$ cat src/rtl/sram_s2_arbiter_if.sv
// Requester-side port of the s2 SRAM arbiter: one command channel plus its read return.
interface sram_s2_arbiter_if #(
  parameter int ADDR_W = 14,
  parameter int DATA_W = 32
);
  logic                  req;
  logic                  write;
  logic [ADDR_W-1:0]     addr;
  logic [DATA_W-1:0]     wdata;
  logic [DATA_W/8-1:0]   be;
  logic                  gnt;
  logic                  rvalid;
  logic [DATA_W-1:0]     rdata;

  modport master (output req, write, addr, wdata, be, input gnt, rvalid, rdata);
  modport slave  (input req, write, addr, wdata, be, output gnt, rvalid, rdata);
endinterface

$ cat src/rtl/sram_s2_arbiter.sv
// Two-requester round-robin arbiter onto SRAM port s2 with bounded bursts,
// a registered command stage and tagged read return.
module sram_s2_arbiter #(
  parameter int ADDR_W       = 14,
  parameter int DATA_W       = 32,
  parameter int READ_LATENCY = 1,
  parameter int MAX_BURST    = 8
) (
  input  logic                clk,
  input  logic                reset_n,
  sram_s2_arbiter_if.slave    a,
  sram_s2_arbiter_if.slave    b,
  output logic [ADDR_W-1:0]   sram_address,
  output logic                sram_chipselect,
  output logic                sram_clken,
  output logic                sram_write,
  output logic [DATA_W-1:0]   sram_writedata,
  output logic [DATA_W/8-1:0] sram_byteenable,
  input  logic [DATA_W-1:0]   sram_readdata
);
  localparam logic [7:0] MAX_B = 8'(MAX_BURST);

  typedef enum logic [1:0] {IDLE, OWN_A, OWN_B} state_t;

  state_t      state;
  logic        run;
  logic        last_owner;   // 0 = A, 1 = B
  logic [7:0]  burst_cnt;
  logic        gnt_a, gnt_b;
  logic        burst_ok;
  logic        cmd_id;       // requester of the command currently on s2

  logic [READ_LATENCY-1:0] tag_vld, tag_id;
  logic [DATA_W-1:0]       a_rdata_q, b_rdata_q;

  assign burst_ok   = burst_cnt < MAX_B;
  assign sram_clken = run;

  always_comb begin
    gnt_a = 1'b0;
    gnt_b = 1'b0;
    if (run) begin
      case (state)
        IDLE: begin
          if (a.req && b.req) begin
            gnt_a = last_owner;
            gnt_b = !last_owner;
          end else begin
            gnt_a = a.req;
            gnt_b = b.req;
          end
        end
        // Expiry beats the owner's request; handover costs no idle cycle.
        OWN_A: begin
          if (a.req && (burst_ok || !b.req)) gnt_a = 1'b1;
          else                               gnt_b = b.req;
        end
        OWN_B: begin
          if (b.req && (burst_ok || !a.req)) gnt_b = 1'b1;
          else                               gnt_a = a.req;
        end
        default: ;
      endcase
    end
  end

  assign a.gnt = gnt_a;
  assign b.gnt = gnt_b;

  always_ff @(posedge clk or negedge reset_n) begin
    if (!reset_n) begin
      state      <= IDLE;
      run        <= 1'b0;
      last_owner <= 1'b1;
      burst_cnt  <= 8'd0;
    end else begin
      run <= 1'b1;
      if (gnt_a) begin
        if (state == OWN_A) begin
          if (burst_cnt != 8'hFF) burst_cnt <= burst_cnt + 8'd1;
        end else begin
          if (state == OWN_B) last_owner <= 1'b1;
          state     <= OWN_A;
          burst_cnt <= 8'd1;
        end
      end else if (gnt_b) begin
        if (state == OWN_B) begin
          if (burst_cnt != 8'hFF) burst_cnt <= burst_cnt + 8'd1;
        end else begin
          if (state == OWN_A) last_owner <= 1'b0;
          state     <= OWN_B;
          burst_cnt <= 8'd1;
        end
      end else if (state != IDLE) begin
        last_owner <= (state == OWN_B);
        state      <= IDLE;
        burst_cnt  <= 8'd0;
      end
    end
  end

  // Command stage: address/data/byteenable hold their last value when idle.
  always_ff @(posedge clk or negedge reset_n) begin
    if (!reset_n) begin
      sram_chipselect <= 1'b0;
      sram_write      <= 1'b0;
      sram_address    <= '0;
      sram_writedata  <= '0;
      sram_byteenable <= '0;
      cmd_id          <= 1'b0;
    end else if (gnt_a || gnt_b) begin
      sram_chipselect <= 1'b1;
      sram_write      <= gnt_b ? b.write : a.write;
      sram_address    <= gnt_b ? b.addr  : a.addr;
      sram_writedata  <= gnt_b ? b.wdata : a.wdata;
      sram_byteenable <= gnt_b ? b.be    : a.be;
      cmd_id          <= gnt_b;
    end else begin
      sram_chipselect <= 1'b0;
      sram_write      <= 1'b0;
    end
  end

  always_ff @(posedge clk or negedge reset_n) begin
    if (!reset_n) begin
      tag_vld <= '0;
      tag_id  <= '0;
    end else begin
      tag_vld[0] <= sram_chipselect && !sram_write;
      tag_id[0]  <= cmd_id;
      for (int i = 1; i < READ_LATENCY; i++) begin
        tag_vld[i] <= tag_vld[i-1];
        tag_id[i]  <= tag_id[i-1];
      end
    end
  end

  assign a.rvalid = tag_vld[READ_LATENCY-1] && !tag_id[READ_LATENCY-1];
  assign b.rvalid = tag_vld[READ_LATENCY-1] &&  tag_id[READ_LATENCY-1];

  always_ff @(posedge clk or negedge reset_n) begin
    if (!reset_n) begin
      a_rdata_q <= '0;
      b_rdata_q <= '0;
    end else begin
      if (a.rvalid) a_rdata_q <= sram_readdata;
      if (b.rvalid) b_rdata_q <= sram_readdata;
    end
  end

  // The rvalid cycle forwards s2 readdata directly so grant-to-data stays
  // 1+READ_LATENCY; the captured copy holds it until the next return.
  assign a.rdata = a.rvalid ? sram_readdata : a_rdata_q;
  assign b.rdata = b.rvalid ? sram_readdata : b_rdata_q;
endmodule

$ cat src/flat_wrapper.sv
// flat-port wrapper written by rule: the top's interface ports become plain ports
module sram_s2_arbiter_flat 
#(
  parameter int ADDR_W       = 14,
  parameter int DATA_W       = 32,
  parameter int READ_LATENCY = 1,
  parameter int MAX_BURST    = 8
)
  (clk, reset_n, sram_address, sram_chipselect, sram_clken, sram_write, sram_writedata, sram_byteenable, sram_readdata, a_req, a_write, a_addr, a_wdata, a_be, a_gnt, a_rvalid, a_rdata, b_req, b_write, b_addr, b_wdata, b_be, b_gnt, b_rvalid, b_rdata);
  sram_s2_arbiter_if #(.ADDR_W(ADDR_W), .DATA_W(DATA_W)) a_i ();
  sram_s2_arbiter_if #(.ADDR_W(ADDR_W), .DATA_W(DATA_W)) b_i ();
  input  logic clk;
  input  logic reset_n;
  output logic [ADDR_W-1:0] sram_address;
  output logic sram_chipselect;
  output logic sram_clken;
  output logic sram_write;
  output logic [DATA_W-1:0] sram_writedata;
  output logic [DATA_W/8-1:0] sram_byteenable;
  input  logic [DATA_W-1:0] sram_readdata;
  input wire logic [$bits(a_i.req)-1:0] a_req;
  input wire logic [$bits(a_i.write)-1:0] a_write;
  input wire logic [$bits(a_i.addr)-1:0] a_addr;
  input wire logic [$bits(a_i.wdata)-1:0] a_wdata;
  input wire logic [$bits(a_i.be)-1:0] a_be;
  output wire logic [$bits(a_i.gnt)-1:0] a_gnt;
  output wire logic [$bits(a_i.rvalid)-1:0] a_rvalid;
  output wire logic [$bits(a_i.rdata)-1:0] a_rdata;
  input wire logic [$bits(b_i.req)-1:0] b_req;
  input wire logic [$bits(b_i.write)-1:0] b_write;
  input wire logic [$bits(b_i.addr)-1:0] b_addr;
  input wire logic [$bits(b_i.wdata)-1:0] b_wdata;
  input wire logic [$bits(b_i.be)-1:0] b_be;
  output wire logic [$bits(b_i.gnt)-1:0] b_gnt;
  output wire logic [$bits(b_i.rvalid)-1:0] b_rvalid;
  output wire logic [$bits(b_i.rdata)-1:0] b_rdata;
  assign a_i.req = a_req;
  assign a_i.write = a_write;
  assign a_i.addr = a_addr;
  assign a_i.wdata = a_wdata;
  assign a_i.be = a_be;
  assign a_gnt = a_i.gnt;
  assign a_rvalid = a_i.rvalid;
  assign a_rdata = a_i.rdata;
  assign b_i.req = b_req;
  assign b_i.write = b_write;
  assign b_i.addr = b_addr;
  assign b_i.wdata = b_wdata;
  assign b_i.be = b_be;
  assign b_gnt = b_i.gnt;
  assign b_rvalid = b_i.rvalid;
  assign b_rdata = b_i.rdata;
  sram_s2_arbiter #(.ADDR_W(ADDR_W), .DATA_W(DATA_W), .READ_LATENCY(READ_LATENCY), .MAX_BURST(MAX_BURST)) u_core (.clk(clk), .reset_n(reset_n), .a(a_i), .b(b_i), .sram_address(sram_address), .sram_chipselect(sram_chipselect), .sram_clken(sram_clken), .sram_write(sram_write), .sram_writedata(sram_writedata), .sram_byteenable(sram_byteenable), .sram_readdata(sram_readdata));
endmodule
$ cat config.mk
export PLATFORM = sky130hd
export DESIGN_NAME = sram_s2_arbiter_flat
export DESIGN_NICKNAME = d
export VERILOG_FILES = /design/src/rtl/sram_s2_arbiter_if.sv /design/src/rtl/sram_s2_arbiter.sv /design/src/flat_wrapper.sv
export SDC_FILE = /design/constraint.sdc
export NUM_CORES = 1
export LEC_CHECK = 0
export CAP_MARGIN = 20
export CORE_UTILIZATION = 25
export DETAILED_ROUTE_END_ITERATION = 7
export PLACE_DENSITY_LB_ADDON = 0.12
export SYNTH_ARGS = -nofsm -noshare
export SYNTH_HDL_FRONTEND = slang
export SYNTH_SLANG_ARGS = --single-unit
$ cat constraint.sdc
create_clock -name clk -period 6.85 [get_ports clk]
set_input_delay 1.0275 -clock clk [delete_from_list [all_inputs] [get_ports clk]]
set_output_delay 1.0275 -clock clk [all_outputs]
set_load 0.05 [all_outputs]
Yosys cells after proc, flatten, opt, wreduce, memory -nomap -nowiden
Cells that the tools add are included.
Cells by class
  magnitude comparators: 1
  muxes and demuxes: 36
  eq/ne operators: 7
  add/sub/neg operators: 1
  reduce and logical (&&, ||, !) cells: 19
Operator list (number)
  32-bit 2-to-1 mux: 3
  8-bit 2-to-1 mux: 6
  1-bit 2-to-1 mux: 18
  14-bit 2-to-1 mux: 1
  2-bit 2-to-1 mux: 5
  8-bit by 1-bit adder with 8-bit output (second input constant): 1
  8-bit by 4-bit < comparator with 1-bit output (second input constant): 1
  8-bit != test (second input constant): 1
  1-bit logical AND: 6
  1-bit one-hot mux with 3 select lines: 2
  1-bit zero test: 5
  5-bit AND reduction: 1
  4-bit 2-to-1 mux: 1
  2-bit != test (second input constant): 2
  1-bit logical OR: 3
  3-bit by 2-bit != test with 1-bit output (second input constant): 1
  3-bit != test (second input constant): 1
  3-bit AND reduction: 1
  3-bit nonzero test: 1
  2-bit by 1-bit == test with 1-bit output (second input constant): 1
  2-bit == test (second input constant): 1
  2-bit zero test: 1
  2-bit nonzero test: 1
Storage, ports and cells
  output and inout port bits: 121
  word-level logic and storage cells: 78
  register bits after elaboration: 131
  bits of input ports: 138

Logic depth before layout (Yosys ltp)
Gate-level depths: netlist of the first run.
  depth in word-level cells: 8
  gate-level depth with buffers: 10
  depth with buffers taken out: 9

Worst setup path after synthesis of the first run
No wires, ideal clock.
  kind: reg-to-output
  start: reg u_core.burst_cnt[6]
  end: out b_gnt
  data required time: 5.822 ns
  buffers on the path: 2
  setup slack: 3.788 ns
  arrival: 2.035 ns
  stages on the path, launching flop included: 7
  path through: dfrtp_1 > or4_4 > or3_1 > a41o_2 > clkinv_2 > buf_4 > buf_4
On the way
  word-level cells in the longest chain between the ends: 6
  elaborated cells on any way between the ends: 9
  those cells by class: order compare (1); mux (4); reduce/logical (4)
RTL lines
  start, declared: RTL line sram_s2_arbiter.sv:28  | logic [7:0] burst_cnt;
  start signal, assigned: RTL line sram_s2_arbiter.sv:80  | if (burst_cnt != 8'hFF) burst_cnt <= burst_cnt + 8'd1;
  start signal, assigned: RTL line sram_s2_arbiter.sv:88  | if (burst_cnt != 8'hFF) burst_cnt <= burst_cnt + 8'd1;
  8-bit by 4-bit < comparator with 1-bit output *: RTL line sram_s2_arbiter.sv:36  | assign burst_ok = burst_cnt < MAX_B;
  1-bit logical OR (on tied branches): RTL line sram_s2_arbiter.sv:59, sram_s2_arbiter.sv:55
  1-bit logical AND (on tied branches): RTL line sram_s2_arbiter.sv:59, sram_s2_arbiter.sv:55
  1-bit 2-to-1 mux (on tied branches): RTL line sram_s2_arbiter.sv:59, sram_s2_arbiter.sv:55
  1-bit one-hot mux with 3 select lines *: RTL line sram_s2_arbiter.sv:43  | case (state)
  1-bit 2-to-1 mux *: RTL line sram_s2_arbiter.sv:42  | if (run) begin
  end, declared: RTL line flat_wrapper.sv:34  | output wire logic [$bits(b_i.gnt)-1:0] b_gnt;
Every way passes the cells marked *; elsewhere a longest branch is shown, timed or not.

Final worst setup path of the first run
  start: reg u_core.burst_cnt[6]
  end: out a_gnt
On the way
  word-level cells in the longest chain between the ends: 6
  elaborated cells on any way between the ends: 9
  those cells by class: order compare (1); mux (4); reduce/logical (4)
RTL lines
  8-bit by 4-bit < comparator with 1-bit output *: RTL line sram_s2_arbiter.sv:36
  1-bit logical OR (on tied branches): RTL line sram_s2_arbiter.sv:59, sram_s2_arbiter.sv:55
  1-bit logical AND (on tied branches): RTL line sram_s2_arbiter.sv:59, sram_s2_arbiter.sv:55
  1-bit 2-to-1 mux (on tied branches): RTL line sram_s2_arbiter.sv:59, sram_s2_arbiter.sv:55
  1-bit one-hot mux with 3 select lines *: RTL line sram_s2_arbiter.sv:43
  1-bit 2-to-1 mux *: RTL line sram_s2_arbiter.sv:42
  end, declared: RTL line flat_wrapper.sv:26  | output wire logic [$bits(a_i.gnt)-1:0] a_gnt;
Marks and branches as above.

==> metrics, run 1 <==
Final ANT Viol Nets 0; crit path time final 4090 ps; clk_lat worst skew 420 ps; Remaining Overflow, GRT 0; number of synthesized flops with an enable pin 0; placed cells 981; PortBufs 258; unrepaired setup endpoints after global routing false; vias 4535; Max rail drop VDD 0.000224 V; Async S/R FF share, synth 100%; GPL Wtd Cong 0.797; total track usage 14.7%; Critical Path Fanout Max 6; vias per inst 4.47; drc violations 17; hold_buf cts 0; Initial Utilization 25.7%; Synth Area in Compound Gates 9.48%; Gate Count Post-Synth 464; mean routed wirelength per cell 16.3 um; Worst EP arrival 3070 ps; PD cells 598 mW/mm^2; vias in the first global route 4875; worst path bufs/invs 2; ANT cells 0; Post-Synth Simple-Gate Area 6.89%; synth unique cells 46; worst hold path class flip-flop to flip-flop; CTS buffer count 17; Crit-path slowest cell clkdlybuf4s50_1; ys flop type dfrtp_1; Routed WL 16.5 mm; Clock Tree Buf Depth 2; startpoint types flip-flop; Post-CTS Resized 0; # setup viols final 0; Post-Synth XOR/XNOR Area 0%; largest net degree at the start of global routing 105; post-synthesis mux area share 21.6%; switching pwr 2590 uW; post-place setup slack 2810 ps; CTS tree built; Slew headroom 33.4%; Top-Level Pins 259; Layout area overhead 62.4%; row count 54; status finished, violations left; failing checks DRC; max-cap violations 0; H-tree depth 4; final hold viol count 0; fin. max-slew vios 0; P_int 2900 uW; Fmax 244 MHz; die width 152 um; full die area 0.0232 sq mm; leakage power 0.00400 uW; placed wire-length estimate 11.5 mm; adder-cell area share of the yosys netlist 1.11%; initial drt markers 206; Clk pwr share 18.0%; syn_area_per_cell 12.2 sq um; total power 5480 uW; clock-pin slew on the worst setup and hold paths 60 ps; highest cell delay on the worst timing path 840 ps; largest family of logic cells by synthesized area multiplexers; CTS Sinks 131; CTS Root Cell clkbuf_16; post-synthesis sequential area ratio 58.1%; area of the core 0.0220 sq mm; Reg power frac 23.4%; initial antenna violation count 0; Critical Path RT 5820 ps; Initial DRT Pass Iterations 8; Yosys warnings 0; sw frac 47.2%; CP Class flip-flop to output pin; Final Non-Filler Cells 1014; Comb pwr share 58.6%; first-pass GRT wire length 26.8 mm; setup TNS 0 ps; Syn Nets 607; Setup Buffers After CTS 0; synthesized area 0.00565 sq mm; Final #Nets 864; top cells by area, synth dfrtp_1 (58%), mux2_2 (13%), mux2i_1 (8.9%); fin crit share 59.8%; Die H 152 um; worst slew pin tran 999 ps; area fraction of the dominant cell type after synthesis 57.6%; cell accounting for the most synthesized area dfrtp_1; clock skew 9.63 ps; crit-path cells or4_4 -> or3_1 -> a31o_4 -> inv_1 -> clkdlybuf4s50_1; Synth Register Bits 131; layout cell share with drive strength beyond 1 15.1%; critical path capture point type output pin; fin util 41.8%; final worst slack 2760 ps; CP top delay family buffers and inverters
-- final timing paths --
path	start	endpoint	slack, ps	cells past startpoint
max	u_core.burst_cnt[6]	a_gnt	2760	5
min	u_core.cmd_id	u_core.tag_id	390	0
max reg2reg	u_core.burst_cnt[6]	u_core.burst_cnt[5]	3600	8
min reg2reg	u_core.cmd_id	u_core.tag_id	390	0
max in group asynchronous	reset_n	u_core.b_rdata_q[22]	4900	2
min in group asynchronous	reset_n	u_core.b_rdata_q[30]	600	1
-- synth_stat cells, types with 2 or more instances --
cell type / count
or3_1: 4
dfrtp_1: 130
o21ai_1: 4
and3_1: 3
buf_4: 2
nand3_1: 3
inv_1: 8
buf_2: 10
clkbuf_1: 9
mux2_2: 64
nand3b_1: 2
a21oi_1: 9
ha_1: 5
nor2_1: 2
buf_1: 3
o21ai_0: 59
nand2_1: 64
nor2b_1: 4
a22o_1: 2
mux2i_1: 50
and2_1: 2
-- registers in the layout, indices dropped and copies added (netlist names), 2 cells and up --
name,cells
u_core.a_rdata_q,32
u_core.b_rdata_q,32
u_core.burst_cnt,8
u_core.sram_address,14
u_core.sram_byteenable,4
u_core.sram_writedata,32
u_core.state,2
-- cell type report --
cell class                 instances  area [sq um]
fill                            2076         12800
sequential                       131          3280
timing repair buffer             263          2640
multi-input combinational        299          2230
clock buffer                      19           443
tap                              280           350
clock inverter                    13           194
inverter                           9          35.0
-- stage by stage --
stage | instance area (sq um) | hold slack (ps)
floorplan | 5650 | 354
global placement | 8510 | 393
detailed placement | 8510 | 379
CTS | 9140 | 391
global route | 9170 | 403
finish | 9170 | 392
-- power groups by stage --
stage               combinational (uW)  clock, uW  sequential (uW)
global placement                  3210          0             1290
floorplan                         1630          0             1800
global route                      3370       1050             1330
finish                            3210        987             1280
detailed placement                3230          0             1300
CTS                               3230       1020             1290
-- per-layer routing --
metal | wire (um) | up-vias | track usage (%)
met3 | 1500 | 19 | 5.18
met2 | 8020 | 182 | 24.2
met5 | 0 | - | 0
met4 | 291 | 0 | 5.39
met1 | 6690 | 2189 | 17.7
li1 | - | 2145 | -
-- cells in the final DEF, fill, tap and decap left out, types with 2 or more instances in the layout --
| cell type | n |
|---|---|
| buf_4 | 4 |
| nor2_1 | 2 |
| clkbuf_16 | 17 |
| nand3_1 | 3 |
| clkinv_2 | 2 |
| a21oi_1 | 9 |
| bufinv_16 | 4 |
| and3_1 | 3 |
| a22o_1 | 2 |
| inv_6 | 6 |
| and2_1 | 2 |
| nand3b_1 | 2 |
| clkdlybuf4s50_1 | 257 |
| nor2b_1 | 3 |
| mux2_2 | 64 |
| dfrtp_1 | 130 |
| nand2_1 | 64 |
| o21ai_1 | 4 |
| o21ai_0 | 59 |
| mux2i_1 | 50 |
| ha_1 | 5 |
| or3_1 | 4 |
| inv_1 | 8 |
-- kinds of logic (layout without fill, tap and decap cells) --
logic type | after synthesis | count (layout)
and+or+nand+nor | 87 | 87
DFF | 131 | 131
muxes | 114 | 114
AOI/OAI and AO/OA | 92 | 92
buffers and inverters | 34 | 304
adders and majority gates | 5 | 5
other | 1 | 1
(Power assumes the default switching activity.)
==> inputs of run 2 (changes only) <==
==> constraint.sdc (replaced) <==
create_clock -name clk -period 3.4 [get_ports clk]
set_input_delay 0.51 -clock clk [delete_from_list [all_inputs] [get_ports clk]]
set_output_delay 0.51 -clock clk [all_outputs]
set_load 0.05 [all_outputs]
==> metrics, run 2 (same netlist as run 1, synthesis figures left out) <==
status finished, violations left; failing checks DRC; Setup Buffers After CTS 0; clock-pin slew on the worst setup and hold paths 60 ps; Routed WL 16.3 mm; CP Class flip-flop to output pin; Final #Nets 865; full die area 0.0232 sq mm; fin crit share 91.5%; Worst EP arrival 2600 ps; # setup viols final 0; CP top delay family simple AND/OR/NAND/NOR gates; total track usage 14.6%; clock skew 7.93 ps; clk_lat worst skew 410 ps; highest cell delay on the worst timing path 590 ps; mean routed wirelength per cell 16.1 um; worst slew pin tran 768 ps; Top-Level Pins 259; die width 152 um; Clock Tree Buf Depth 2; Die H 152 um; row count 54; Placement Cell Area 0.00849 sq mm; largest registers u_core.a_rdata_q: 32 flops, u_core.b_rdata_q: 32 flops, u_core.sram_writedata: 32 flops; H-tree depth 4; vias 4531; placed wire-length estimate 11.8 mm; CTS Sinks 131; unrepaired setup endpoints after global routing false; area of the core 0.0220 sq mm; Critical Path RT 2890 ps; vias in the first global route 4858; area occupied by multi-input gates 0.00223 sq mm; sequential cell area 0.00328 sq mm; CP Capture Point a_gnt; startpoint types flip-flop; PortBufs 258; most common cell after layout, fill and taps aside clkdlybuf4s50_1; Fmax 321 MHz; initial antenna violation count 1; FF-to-FF Start u_core.burst_cnt[6]; Reg2Reg Depth 8; Layout area overhead 60.3%; CTS Root Cell clkbuf_16; first-pass GRT wire length 26.6 mm; flop2flop setup slack 760 ps; fin. max-slew vios 0; Slew headroom 48.8%; fill count 2072; leakage power 0.00401 uW; Remaining Overflow, GRT 0; PD cells 1180 mW/mm^2; Initial DRT Pass Iterations 8; critical path capture point type output pin; hold_buf cts 0; vias per inst 4.46; worst hold path class input pin to asynchronous set/reset pin; max-cap violations 0; fin area 0.00905 sq mm; Crit-path slowest cell or4_4; setup TNS 0 ps; worst path bufs/invs 2; Initial Utilization 25.7%; Worst Setup SP u_core.burst_cnt[6]; Post-CTS Resized 0; Max rail drop VDD 0.000439 V; crit path time final 3110 ps; final hold viol count 0; crit-path cells or4_4 -> or3_1 -> a31o_4 -> inv_1 -> buf_4; layout cell share with drive strength beyond 1 20.0%; CTS tree built; WP depth 5; r2r endpoint u_core.last_owner; drc violations 18; Final ANT Viol Nets 0; GPL Wtd Cong 0.838; hold_ws 131 ps; ANT cells 0; Critical Path Fanout Max 20; most frequent cells in the layout clkdlybuf4s50_1 (223), dfrtp_1 (130), mux2_2 (64), nand2_1 (64), o21ai_0 (59); CTS buffer count 17; initial drt markers 162; fin util 41.2%; total power 10700 uW; largest net degree at the start of global routing 102
==> run 2: changes by cell type in the layout (fill, tap and decap cells not counted), moves of 3 or more <==
cell	change
clkdlybuf4s50_1	-34
buf_4	+32
bufinv_16	-3
clkinvlp_4	+3
buf_12	+4
==> run 2: per-layer routing <==
metal	part of all wire, %	GRT usage, %
met1	42	17.6
met2	49	24.5
met3	8.1	5.89
met4	0.37	3.16
met5	0.055	0
==> run 2: final cells by class <==
| type | count | area share (%) |
|---|---|---|
| Clock inverter | 14 | 1.41 |
| Sequential cell | 131 | 36.2 |
| Multi-Input combinational cell | 299 | 24.6 |
| Timing Repair Buffer | 264 | 28.6 |
| Tap cell | 280 | 3.87 |
| Inverter | 9 | 0.387 |
| Clock buffer | 18 | 4.85 |
==> run 2: how the worst min path moves through the flow <==
stage               slack (ps)  cells after the start           from                   end
global route               170                      1        reset_n  u_core.b_rdata_q[30]
CTS                        160                      1        reset_n  u_core.b_rdata_q[30]
global placement           380                      0  u_core.cmd_id         u_core.tag_id
finish                     130                      1        reset_n  u_core.b_rdata_q[30]
floorplan                  210                      0        reset_n   u_core.a_rdata_q[0]
detailed placement         390                      0  u_core.cmd_id         u_core.tag_id
==> run 2: stage by stage <==
stage	setup slack, ps	instances
CTS	259	1015
global route	155	1015
floorplan	855	464
global placement	721	983
detailed placement	721	983
finish	288	1015
==> run 2: report_power, final <==
group	switching [uW]	internal [uW]	leakage (uW)
logic	4200	2190	0.00215
registers	284	2300	0.00158
clock network	723	1030	0.000269
==> inputs of run 3 (changes only) <==
==> constraint.sdc (replaced) <==
create_clock -name clk -period 3.4 [get_ports clk]
set_input_delay 0.68 -clock clk [delete_from_list [all_inputs] [get_ports clk]]
set_output_delay 0.68 -clock clk [all_outputs]
set_load 0.05 [all_outputs]
==> metrics, run 3 (same netlist as run 1, synthesis figures left out) <==
met3 Track Usage GR 5.15%; Remaining Overflow, GRT 0; clock skew 10.0 ps; sw frac 45.8%; max-cap violations 0; hold_buf cts 0; P_int 6290 uW; Slew headroom 55.6%; placed cells 985; placed wire-length estimate 11.9 mm; worst hold path class input pin to asynchronous set/reset pin; Comb pwr share 61.3%; layout cell share with drive strength beyond 1 20.1%; H-tree depth 4; final hold viol count 0; Fmax 318 MHz; first-pass GRT wire length 26.6 mm; total track usage 14.6%; row count 54; Final #Nets 867; # setup viols final 0; fin util 43.3%; area of the core 0.0220 sq mm; critical path capture point type output pin; fin area 0.00950 sq mm; met2 Usage GRT 25.6%; GPL Wtd Cong 0.856; Critical Path RT 2720 ps; Initial Utilization 25.7%; crit path time final 3150 ps; CTS Sinks 131; Post-CTS Resized 0; Initial DRT Pass Iterations 8; setup TNS 0 ps; ANT cells 0; most frequent cells in the layout clkdlybuf4s50_1 (223), dfrtp_1 (130), mux2_2 (64), nand2_1 (64), o21ai_0 (59); die width 152 um; failing checks DRC; leakage power 0.00418 uW; Clk pwr share 16.3%; busiest grt layer met2; CTS Root Cell clkbuf_16; initial antenna violation count 0; Clock Tree Buf Depth 2; Routed WL 16.5 mm; PD cells 1220 mW/mm^2; Placement Cell Area 0.00889 sq mm; fin. max-slew vios 0; Setup Buffers After CTS 0; Final Non-Filler Cells 1017; CP Class flip-flop to output pin; Max rail drop VDD 0.000404 V; met1 Use GR 16.9%; Final ANT Viol Nets 0; Die H 152 um; clk_lat worst skew 420 ps; full die area 0.0232 sq mm; unrepaired setup endpoints after global routing false; largest registers u_core.a_rdata_q: 32 flops, u_core.b_rdata_q: 32 flops, u_core.sram_writedata: 32 flops; initial drt markers 224; clock-pin slew on the worst setup and hold paths 60 ps; vias in the first global route 4858; Critical Path Fanout Max 6; mean routed wirelength per cell 16.3 um; largest net degree at the start of global routing 77; total power 11600 uW; Worst EP arrival 2470 ps; worst slew pin tran 666 ps; CTS tree built; PortBufs 258; vias per inst 4.45; Top-Level Pins 259; CTS buffer count 17; vias 4525; status finished, violations left; Reg power frac 22.4%; fin crit share 92.6%; Layout area overhead 68.2%; drc violations 17; switching pwr 5320 uW; startpoint types flip-flop; most common cell after layout, fill and taps aside clkdlybuf4s50_1
==> run 3: changes by cell type in the layout (fill, tap and decap cells not counted), sizes merged <==
cell      change
clkinvlp      -2
clkinv        +1
bufinv        +2
buf           +2
inv           -3
clkbuf        +2
==> run 3: path summary, 6_finish.rpt <==
| kind | slack, ps | end | startpoint | cells after the start |
|---|---|---|---|---|
| worst max-delay path | 250 | a_gnt | u_core.burst_cnt[6] | 5 |
| worst min-delay path | 260 | u_core.a_rdata_q[30] | reset_n | 1 |
| worst max register to register | 630 | u_core.sram_address[5] | u_core.burst_cnt[6] | 6 |
| worst min register to register | 430 | u_core.tag_id | u_core.cmd_id | 0 |
| max in group asynchronous | 2390 | u_core.a_rdata_q[26] | reset_n | 2 |
| min in group clk | 430 | u_core.tag_id | u_core.cmd_id | 0 |
==> run 3: per-layer routing <==
metal / wire (um) / share of wire, %
met5: 0 / 0
met4: 159 / 0.96
met1: 6760 / 41
met3: 1360 / 8.2
met2: 8260 / 50
==> run 3: worst max-delay path, stage by stage, from the launching register on <==
cell and delay, ps:
dfrtp_1 430, or4_4 590, or3_1 340, a31o_4 260
inv_1 180, buf_4 240
==> run 3: layout make-up <==
class                      count  area (sq um)
fill                        2045         12500
sequential                   131          3280
timing repair buffer         266          3000
multi-input combinational    299          2230
clock buffer                  20           457
tap                          280           350
clock inverter                12           155
inverter                       9          35.0
==> run 3: power groups by stage <==
stage / registers (uW) / logic, uW / clock network, uW
3_3_place_gp: 2590 / 7140 / 0
5_1_grt: 2690 / 7440 / 2010
4_1_cts: 2610 / 7190 / 1950
6_report: 2600 / 7120 / 1890
3_5_place_dp: 2620 / 7180 / 0
2_1_floorplan: 3620 / 3290 / 0
==> run 3: per-stage QoR <==
| stage | hold slack [ps] | worst slack [ps] |
|---|---|---|
| global placement | 409 | 539 |
| finish | 257 | 251 |
| detailed placement | 410 | 502 |
| global route | 292 | 167 |
| floorplan | 354 | 685 |
| CTS | 285 | 237 |
